### src/rtl/stopwatch_pkg.sv
// Shared definitions for the stopwatch / lap timer core: status encodings,
// the seconds terminal value and a small clamping helper used by the preset
// path of the countdown build (STOPWATCH_COUNTDOWN_EN).
package stopwatch_pkg;

    typedef enum logic [1:0] {
        ST_IDLE    = 2'b00,
        ST_RUNNING = 2'b01,
        ST_PAUSED  = 2'b10,
        ST_DONE    = 2'b11
    } status_t;

    localparam logic [5:0] SEC_MAX = 6'd59;

    // Limit a seconds value to the displayable range 0..59.
    function automatic logic [5:0] clamp_sec(input logic [5:0] s);
        logic [5:0] r;
        if (s > SEC_MAX) begin
            r = SEC_MAX;
        end else begin
            r = s;
        end
        return r;
    endfunction

endpackage

### src/rtl/stopwatch_prescaler.sv
// One-second tick prescaler. Counts 0..TICK_DIV-1 while enabled, holds its
// partial count while disabled, and flags the terminal count combinationally
// so the owner can update time on the same edge the counter wraps.
module stopwatch_prescaler #(
    parameter int TICK_DIV = 4
) (
    input  logic clk,
    input  logic rst_n,
    input  logic enable,
    input  logic clear,
    output logic tick
);

    localparam int CW = (TICK_DIV > 1) ? $clog2(TICK_DIV) : 1;
    localparam logic [CW-1:0] TC = CW'(TICK_DIV - 1);

    logic [CW-1:0] cnt_r;
    logic          tc_s;

    // Terminal count: this enabled cycle completes one tick period.
    always_comb begin
        tc_s = 1'b0;
        if (enable && (cnt_r == TC)) begin
            tc_s = 1'b1;
        end else begin
            tc_s = 1'b0;
        end
    end

    // Cycle counter: clear wins, wraps at terminal count, holds when disabled.
    always_ff @(posedge clk or negedge rst_n) begin
        if (!rst_n) begin
            cnt_r <= {CW{1'b0}};
        end else if (clear) begin
            cnt_r <= {CW{1'b0}};
        end else if (tc_s) begin
            cnt_r <= {CW{1'b0}};
        end else if (enable) begin
            cnt_r <= cnt_r + CW'(1'b1);
        end else begin
            cnt_r <= cnt_r;
        end
    end

    assign tick = tc_s;

endmodule

### src/rtl/stopwatch_lap_timer.sv
// Stopwatch / lap timer core. Control FSM, mm:ss arithmetic and lap capture
// live here; the tick period comes from stopwatch_prescaler.
// Optional countdown mode (load/preset, down counting, done pulse) is built
// when the macro STOPWATCH_COUNTDOWN_EN is defined; otherwise up-count only.
module stopwatch_lap_timer
    import stopwatch_pkg::*;
#(
    parameter int TICK_DIV = 4,
    parameter int MIN_W    = 8,
    parameter int MAX_MIN  = 99,
    parameter int SATURATE = 0
) (
    input  logic             clk,
    input  logic             rst_n,
    input  logic             start,
    input  logic             stop,
    input  logic             reset,
    input  logic             lap,
`ifdef STOPWATCH_COUNTDOWN_EN
    input  logic             count_down,
    input  logic             load,
    input  logic [MIN_W-1:0] load_minutes,
    input  logic [5:0]       load_seconds,
    output logic             done,
`endif
    output logic [MIN_W-1:0] minutes,
    output logic [5:0]       seconds,
    output logic [1:0]       status,
    output logic             tick,
    output logic [MIN_W-1:0] lap_minutes,
    output logic [5:0]       lap_seconds,
    output logic             lap_valid
);

    localparam logic [MIN_W-1:0] MAX_MIN_V = MIN_W'(MAX_MIN);
    localparam logic [MIN_W-1:0] MIN_ZERO  = {MIN_W{1'b0}};

    status_t          state_r, nxt_state_s;
    logic [MIN_W-1:0] min_r, nxt_min_s;
    logic [5:0]       sec_r, nxt_sec_s;
    logic             tick_r, nxt_tick_s;
    logic [MIN_W-1:0] lap_min_r, nxt_lap_min_s;
    logic [5:0]       lap_sec_r, nxt_lap_sec_s;
    logic             lap_valid_r, nxt_lap_valid_s;
    logic             fin_s;
    logic             pre_tick_s;
    logic             run_s;
`ifdef STOPWATCH_COUNTDOWN_EN
    logic             down_r, nxt_down_s;
    logic             done_r, nxt_done_s;
`endif

    assign run_s = (state_r == ST_RUNNING);

    stopwatch_prescaler #(
        .TICK_DIV (TICK_DIV)
    ) u_prescaler (
        .clk    (clk),
        .rst_n  (rst_n),
        .enable (run_s),
        .clear  (reset),
        .tick   (pre_tick_s)
    );

    // Next state, next time value, lap capture and pulse generation.
    always_comb begin
        nxt_state_s     = state_r;
        nxt_min_s       = min_r;
        nxt_sec_s       = sec_r;
        nxt_tick_s      = 1'b0;
        nxt_lap_min_s   = lap_min_r;
        nxt_lap_sec_s   = lap_sec_r;
        nxt_lap_valid_s = 1'b0;
        fin_s           = 1'b0;
`ifdef STOPWATCH_COUNTDOWN_EN
        nxt_down_s      = down_r;
        nxt_done_s      = 1'b0;
`endif
        if (reset) begin
            // Clear command dominates everything, including a coincident lap.
            nxt_state_s   = ST_IDLE;
            nxt_min_s     = MIN_ZERO;
            nxt_sec_s     = 6'd0;
            nxt_lap_min_s = MIN_ZERO;
            nxt_lap_sec_s = 6'd0;
`ifdef STOPWATCH_COUNTDOWN_EN
            nxt_down_s    = 1'b0;
`endif
        end else begin
            // Lap captures the pre-update time; the pulse appears next cycle.
            if (lap && ((state_r == ST_RUNNING) || (state_r == ST_PAUSED))) begin
                nxt_lap_min_s   = min_r;
                nxt_lap_sec_s   = sec_r;
                nxt_lap_valid_s = 1'b1;
            end else begin
                nxt_lap_valid_s = 1'b0;
            end

            case (state_r)
                ST_IDLE: begin
`ifdef STOPWATCH_COUNTDOWN_EN
                    if (load) begin
                        nxt_sec_s = clamp_sec(load_seconds);
                        if (load_minutes > MAX_MIN_V) begin
                            nxt_min_s = MAX_MIN_V;
                        end else begin
                            nxt_min_s = load_minutes;
                        end
                    end else if (stop) begin
                        nxt_state_s = ST_IDLE;
                    end else if (start) begin
                        nxt_down_s = count_down;
                        // Counting down from 00:00 has nothing to do.
                        if (count_down && (min_r == MIN_ZERO) && (sec_r == 6'd0)) begin
                            nxt_state_s = ST_DONE;
                            nxt_done_s  = 1'b1;
                        end else begin
                            nxt_state_s = ST_RUNNING;
                        end
                    end else begin
                        nxt_state_s = ST_IDLE;
                    end
`else
                    if (stop) begin
                        nxt_state_s = ST_IDLE;
                    end else if (start) begin
                        nxt_state_s = ST_RUNNING;
                    end else begin
                        nxt_state_s = ST_IDLE;
                    end
`endif
                end

                ST_RUNNING: begin
                    if (pre_tick_s) begin
`ifdef STOPWATCH_COUNTDOWN_EN
                        if (down_r) begin
                            if (sec_r == 6'd0) begin
                                if (min_r == MIN_ZERO) begin
                                    fin_s      = 1'b1;
                                    nxt_done_s = 1'b1;
                                end else begin
                                    nxt_min_s  = min_r - MIN_W'(1'b1);
                                    nxt_sec_s  = SEC_MAX;
                                    nxt_tick_s = 1'b1;
                                end
                            end else begin
                                nxt_sec_s  = sec_r - 6'd1;
                                nxt_tick_s = 1'b1;
                                // Reaching 00:00 finishes the countdown on this tick.
                                if ((min_r == MIN_ZERO) && (sec_r == 6'd1)) begin
                                    fin_s      = 1'b1;
                                    nxt_done_s = 1'b1;
                                end else begin
                                    fin_s      = 1'b0;
                                end
                            end
                        end else begin
`endif
                        if (sec_r == SEC_MAX) begin
                            if (min_r == MAX_MIN_V) begin
                                if (SATURATE != 0) begin
                                    // Hold at the top value; no tick.
                                    fin_s = 1'b1;
                                end else begin
                                    nxt_min_s  = MIN_ZERO;
                                    nxt_sec_s  = 6'd0;
                                    nxt_tick_s = 1'b1;
                                end
                            end else begin
                                nxt_min_s  = min_r + MIN_W'(1'b1);
                                nxt_sec_s  = 6'd0;
                                nxt_tick_s = 1'b1;
                            end
                        end else begin
                            nxt_sec_s  = sec_r + 6'd1;
                            nxt_tick_s = 1'b1;
                        end
`ifdef STOPWATCH_COUNTDOWN_EN
                        end
`endif
                    end else begin
                        nxt_tick_s = 1'b0;
                    end

                    // Finishing outranks a pause requested on the same edge.
                    if (fin_s) begin
                        nxt_state_s = ST_DONE;
                    end else if (stop) begin
                        nxt_state_s = ST_PAUSED;
                    end else begin
                        nxt_state_s = ST_RUNNING;
                    end
                end

                ST_PAUSED: begin
                    if (stop) begin
                        nxt_state_s = ST_PAUSED;
                    end else if (start) begin
                        nxt_state_s = ST_RUNNING;
                    end else begin
                        nxt_state_s = ST_PAUSED;
                    end
                end

                ST_DONE: begin
                    nxt_state_s = ST_DONE;
                end

                default: begin
                    nxt_state_s = ST_IDLE;
                end
            endcase
        end
    end

    // FSM state register.
    always_ff @(posedge clk or negedge rst_n) begin
        if (!rst_n) begin
            state_r <= ST_IDLE;
        end else begin
            state_r <= nxt_state_s;
        end
    end

    // Time, lap and pulse registers.
    always_ff @(posedge clk or negedge rst_n) begin
        if (!rst_n) begin
            min_r       <= MIN_ZERO;
            sec_r       <= 6'd0;
            tick_r      <= 1'b0;
            lap_min_r   <= MIN_ZERO;
            lap_sec_r   <= 6'd0;
            lap_valid_r <= 1'b0;
        end else begin
            min_r       <= nxt_min_s;
            sec_r       <= nxt_sec_s;
            tick_r      <= nxt_tick_s;
            lap_min_r   <= nxt_lap_min_s;
            lap_sec_r   <= nxt_lap_sec_s;
            lap_valid_r <= nxt_lap_valid_s;
        end
    end

`ifdef STOPWATCH_COUNTDOWN_EN
    // Count direction latch and done pulse.
    always_ff @(posedge clk or negedge rst_n) begin
        if (!rst_n) begin
            down_r <= 1'b0;
            done_r <= 1'b0;
        end else begin
            down_r <= nxt_down_s;
            done_r <= nxt_done_s;
        end
    end

    assign done = done_r;
`endif

    assign minutes     = min_r;
    assign seconds     = sec_r;
    assign status      = state_r;
    assign tick        = tick_r;
    assign lap_minutes = lap_min_r;
    assign lap_seconds = lap_sec_r;
    assign lap_valid   = lap_valid_r;

endmodule
### config.mk
export PLATFORM = sky130hd
export DESIGN_NAME = stopwatch_lap_timer
export DESIGN_NICKNAME = d
export VERILOG_FILES = /design/src/rtl/stopwatch_pkg.sv /design/src/rtl/stopwatch_prescaler.sv /design/src/rtl/stopwatch_lap_timer.sv
export SDC_FILE = /design/constraint.sdc
export NUM_CORES = 1
export LEC_CHECK = 0
export BUFFER_PORTS_ARGS = -buffer_cell sky130_fd_sc_hd__buf_2
export CELL_PAD_IN_SITES_DETAIL_PLACEMENT = 1
export CELL_PAD_IN_SITES_GLOBAL_PLACEMENT = 1
export CORE_ASPECT_RATIO = 1.5
export CORE_MARGIN = 1.5
export CORE_UTILIZATION = 39
export DETAILED_ROUTE_END_ITERATION = 10
export GPL_TIMING_DRIVEN = 0
export HOLD_SLACK_MARGIN = 0.03
export PLACE_DENSITY = 0.77
export SLEW_MARGIN = 20
export SYNTH_ARGS = -nofsm -noshare
export SYNTH_HDL_FRONTEND = slang
export SYNTH_SLANG_ARGS = --single-unit
### constraint.sdc
create_clock -name clk -period 2.5 [get_ports clk]
set_clock_uncertainty 0.2 [all_clocks]
set_input_delay 0.5 -clock clk [delete_from_list [all_inputs] [get_ports clk]]
set_output_delay 0.5 -clock clk [all_outputs]
set_load 0.05 [all_outputs]
== Yosys cells after proc, flatten, opt, wreduce, memory -nomap -nowiden ==
Index checks and enable logic that the tools add are counted.

* Reduce and logical (&&, ||, !) cells: 11
* Muxes and demuxes: 29
* Equal/unequal tests: 6
* Add/sub/neg operators: 3

{| class="wikitable"
|+ Operators by type and width
! cell !! number
|-
| 2-to-1 mux 8 bit || 7
|-
| 2-to-1 mux 6 bit || 6
|-
| 2-to-1 mux 2 bit || 7
|-
| adder 8 x 1 -> 8 bit, second input constant || 1
|-
| equality test 8 x 7 -> 1 bit, second input constant || 1
|-
| 2-to-1 mux 1 bit || 8
|-
| one-hot mux 2 bit (4 select lines) || 1
|-
| nonzero test 2 bit || 4
|-
| adder 6 x 1 -> 6 bit, second input constant || 1
|-
| equality test 2 bit, second input constant || 3
|-
| equality test 6 bit, second input constant || 1
|-
| AND reduction 3 bit || 1
|-
| nonzero test 3 bit || 1
|-
| adder 2 x 1 -> 2 bit, second input constant || 1
|-
| equality test 2 x 1 -> 1 bit, second input constant || 1
|-
| logical AND 1 bit || 2
|-
| logical NOT 2 bit || 1
|-
| AND reduction 2 bit || 1
|-
| logical OR 1 bit || 1
|}

* Output and inout port bits: 32
* Input bits: 6
* Register bits: 34
* Word-level logic and storage cells: 57

== Longest topological paths before layout ==
* Depth after elaboration: 6
* Mapped depth: 7
* Mapped depth without buffers: 6

== Modules after synthesis ==
Synthesis repeated with hierarchy kept, for this count alone.

* Cell total of the unflattened synthesis: 179
* Area total of the unflattened synthesis: 1674.1 µm²

{| class="wikitable"
|+ By module, submodules not included
! module !! cells each !! instances !! area an instance (µm²) !! sequential area each (µm²)
|-
| stopwatch_lap_timer || 169 || 1 || 1564.0 || 800.8
|-
| stopwatch_prescaler || 10 || 1 || 110.1 || 50.0
|}

== Worst setup path before layout ==
OpenSTA, ideal clock, no wires.

* Kind: reg-to-reg
* From: reg state_r[0], in the netlist status[0]
* To: reg min_r[7], in the netlist minutes[7]
* Clock period less this slack: 2.293 ns
* Buffers on the path: 0
* Data required time: 2.222 ns
* Cell stages (with the launch flop): 6
* Setup time: 0.078 ns
* Slack: 0.207 ns
* Arrival: 2.015 ns
* Cells stage by stage: dfrtp_1 -> ha_1 -> nand4_2 -> o21a_1 -> or4_1 -> a21oi_1

* Cells in the longest elaborated chain, start to end: 5
* Elaborated cells between the ends (all ways): 6
* Classes of those cells: eq/ne: 1; mux: 1; reduce/logical: 4

{| class="wikitable"
|+ Ends and longest elaborated chain
! item !! line !! RTL
|-
| from (decl) || stopwatch_lap_timer.sv:38 || <nowiki>status_t state_r, nxt_state_s;</nowiki>
|-
| from (signal assigned) || stopwatch_lap_timer.sv:222 || <nowiki>state_r <= nxt_state_s;</nowiki>
|-
| equality test 2 x 1 -> 1 bit (*) || stopwatch_lap_timer.sv:53, stopwatch_lap_timer.sv:99 ||
|-
| logical AND 1 bit || stopwatch_prescaler.sv:23 || <nowiki>if (enable && (cnt_r == TC)) begin</nowiki>
|-
| 2-to-1 mux 1 bit || stopwatch_prescaler.sv:23 ||
|-
| nonzero test 2 bit (no line) || -- ||
|-
| AND reduction 3 bit (no line) (*) || -- ||
|-
| to (signal assigned) || stopwatch_lap_timer.sv:236 || <nowiki>min_r <= nxt_min_s;</nowiki>
|-
| to (decl) || stopwatch_lap_timer.sv:39 || <nowiki>logic [MIN_W-1:0] min_r, nxt_min_s;</nowiki>
|}

Mark *: on every way between the ends. The rest lies on a longest branch, timed or not.
A chain may end at the register's enable or synchronous reset.

== Worst setup path in the final report ==
* From: reg state_r[1], in the netlist status[1]
* To: reg min_r[5], in the netlist minutes[5]

Same word-level chain as after synthesis.

==> qor.csv <==
stage,metric,value,unit
worst_setup_path,path_buf_inv,2,
worst_setup_path,critPathSlowestCell,dfrtp_1,
global_route,grt_max_degree,35,
die,die_y,82.5,µm
worst_setup_path,cp.required,2.51,ns
worst_setup_path,crit_family,simple AND/OR/NAND/NOR gates,
route,wl_per_cell,16.2,µm
power_and_ir_drop,p_sw,0.238,mW
layout,multi_input_area,744,µm²
sta,setup_violations,0,
clocking,cts_resized,0,
worst_setup_path,worstPathMaxFanout,10,
status,status,"finished, final reports clean",
die,start_util,0.411,
power_and_ir_drop,p_leak,0.969,nW
die,die_x,56.0,µm
worst_setup_path,critPathLaunchType,register,
sta,maxSlewHeadroom,0.484,
sta,hold_violations,0,
power_and_ir_drop,swShare,0.213,
layout,drive_above_1_share,0.204,
clocking,ctsHtreeMaxLevel,2,
sta,tightestPinTransition,0.774,ns
power_and_ir_drop,vdd_ir_drop_max,447,µV
sta,period_needed,2.25,ns
global_route,grt_usage,0.202,
clocking,clock-root-buffer,clkbuf_8,
clocking,hold_buffers,0,
clocking,clock-sinks,34,
global_route,first_global_vias,1540,
die,rows,28,
yosys,ys.flop_type,dfrtp_1,
yosys,synthesis.nets,192,
layout,regArea,851,µm²
global_route,grt_antenna_before_repair,0,
route,drt_first_iter_violations,31,
layout,fin_nets,235,
power_and_ir_drop,comb_power_share,0.045,
place,place.gp.congestion,0.792,
power_and_ir_drop,clock_power_share,0.461,
worst_setup_path,critPathKind,register to register,
sta,timing.fmax,0.445,GHz
worst_setup_path,end_kind,register,
power_and_ir_drop,p_int,0.882,mW
global_route,gr-total-overflow,0,
sta,worst_slack,0.251,ns
clocking,cts_buffers,5,
yosys,syn_area_per_cell,9.22,µm²
route,detail_route.vias_per_cell,5.46,
worst_setup_path,cp_cell_sequence,inv_1 -> ha_1 -> nand4_2 -> o21a_1 -> clkbuf_2 -> or3_1 -> a21oi_1,
route,drc,0,
global_route,grt_pass1_wl,7180,µm
place,portBuffers,36,
place,dp_hpwl,3310,µm
route,dr_total_vias,1452,
layout,antenna_cells,0,
yosys,synthCells,178,
yosys,synth-seq-cells,34,
die,dieArea,4620,µm²
clocking,cts_tree,built,
yosys,synth_area,1640,µm²
worst_hold_path,hp-class,input port to async pin,
clocking,clkLatencyLatePin,0.28,ns
place,dpl_worst_slack,0.223,ns
die,ios,38,
route,routed_wl,4320,µm
layout,final_common_cell,nand2_1,
yosys,synth.distinct_cells,35,
sta,drv_slew,0,
job,cap_violations,0,
die,core-area,3990,µm²
worst_setup_path,worst_ep_arrival_time,2.26,ns
sta,rsz0062_at_grt,false,
sta,post-route-period-util,0.899,
layout,nFillCells,496,
layout,mostFrequentLayoutCells,"nand2_1 (37), buf_2 (36), dfrtp_1 (34), a21oi_1 (27), nor2_1 (13)",
clocking,cts_buffer_depth,2,
worst_setup_path,critical_path.max_stage_delay,0.42,ns
route,drtAntennaViolNets,0,
clocking,path_clk_slew,0.07,ns
sta,finalSetupTns,0,ns
power_and_ir_drop,power_frac_seq,0.495,
power_and_ir_drop,power_density,563,nW/µm²
layout,syn_to_final_growth,21.3,%
yosys,synth_edf_count,0,
route,drtPass1Iterations,5,
yosys,async_reset_ff_frac,1.00,
yosys,yosysSeqAreaShare,0.518,
yosys,synth_warnings,0,
clocking,post_cts_buffers,0,
-- worst reg2reg max path: cells and delay by family (launching register included) --
kind	cells	cell delay [ns]
simple gates	2	0.56
flops	1	0.42
compound gates	2	0.38
buf+inv	2	0.31
fa+ha+maj	1	0.31
-- cells by family after synthesis --
logic type,after synthesis,synth area share
flip-flops,34,0.518
adder cells (fa/ha/maj),8,0.0610
buffers and inverters,12,0.0282
AND/OR/NAND/NOR,78,0.228
AO/OA/AOI/OAI,41,0.136
XOR/XNOR,3,0.0160
multiplexers,2,0.0122
-- power groups by stage --
| stage | combinational, mW | clock [mW] | sequential, mW |
|---|---|---|---|
| final | 0.0503 | 0.516 | 0.554 |
| after floorplan | 0.0233 | 0 | 0.568 |
| after CTS | 0.0524 | 0.523 | 0.554 |
| after detailed placement | 0.0523 | 0 | 0.564 |
| after global placement | 0.0494 | 0 | 0.564 |
| after global routing | 0.0578 | 0.545 | 0.554 |
-- per-layer routing --
metal  share of wire  wire, µm  GRT usage
met5               0         0          0
met4           0.017        75     0.0905
met3           0.030       130     0.0296
met2            0.57      2450      0.398
met1            0.38      1660      0.211
-- sequential cells by signal, summed over array words and instances (netlist names) --
signal             count
tick                   1
status                 2
seconds                6
u_prescaler.cnt_r      2
lap_minutes            8
lap_valid              1
minutes                8
lap_seconds            6
-- cell usage after synthesis (2+ instances only) --
cell | n | area share
a21oi_1 | 27 | 0.082
and2_1 | 2 | 0.0076
clkbuf_1 | 6 | 0.014
dfrtp_1 | 34 | 0.52
ha_1 | 8 | 0.061
inv_1 | 5 | 0.011
mux2i_1 | 2 | 0.012
nand2_1 | 37 | 0.085
nand3_1 | 5 | 0.015
nand3b_1 | 2 | 0.0091
nor2_1 | 13 | 0.030
nor3_1 | 2 | 0.0061
o21ai_0 | 7 | 0.021
or3_1 | 5 | 0.019
or4_1 | 2 | 0.0091
xor2_1 | 2 | 0.011
-- worst paths after layout --
path                                                  from  depth (start not counted)                    endpoint  slack (ns)
worst max register to register         status[1]$_DFF_PN0_                          7      minutes[5]$_DFFE_PN0P_        0.25
worst min register to register  lap_seconds[1]$_DFFE_PN0P_                          2  lap_seconds[1]$_DFFE_PN0P_        0.32
worst min-delay path                                 rst_n                          1  lap_seconds[5]$_DFFE_PN0P_        0.09
worst max-delay path                   status[1]$_DFF_PN0_                          7      minutes[5]$_DFFE_PN0P_        0.25
min in group clk                lap_seconds[1]$_DFFE_PN0P_                          2  lap_seconds[1]$_DFFE_PN0P_        0.32
max in group asynchronous                            rst_n                          1      minutes[2]$_DFFE_PN0P_        1.51
-- through the flow --
| stage | hold WS, ns | cell area [µm²] | cells | power [mW] | utilization |
|---|---|---|---|---|---|
| final | 0.0869 | 1990 | 266 | 1.12 | 0.498 |
| after global routing | 0.137 | 1990 | 266 | 1.16 | 0.498 |
| after CTS | 0.119 | 1990 | 266 | 1.13 | 0.498 |
| after detailed placement | 0.315 | 1880 | 259 | 0.617 | 0.470 |
| after global placement | 0.306 | 1880 | 259 | 0.613 | 0.470 |
| after floorplan | 0.00441 | 1640 | 178 | 0.591 | - |
-- layout make-up --
class,count,area share
tap,45,0.0283
sequential,34,0.427
inverter,5,0.00943
clock buffer,6,0.0415
multi-input combinational,132,0.374
buffer,7,0.0138
clock inverter,1,0.0151
timing repair buffer,36,0.0905
Power figures use the tool's default switching activity.
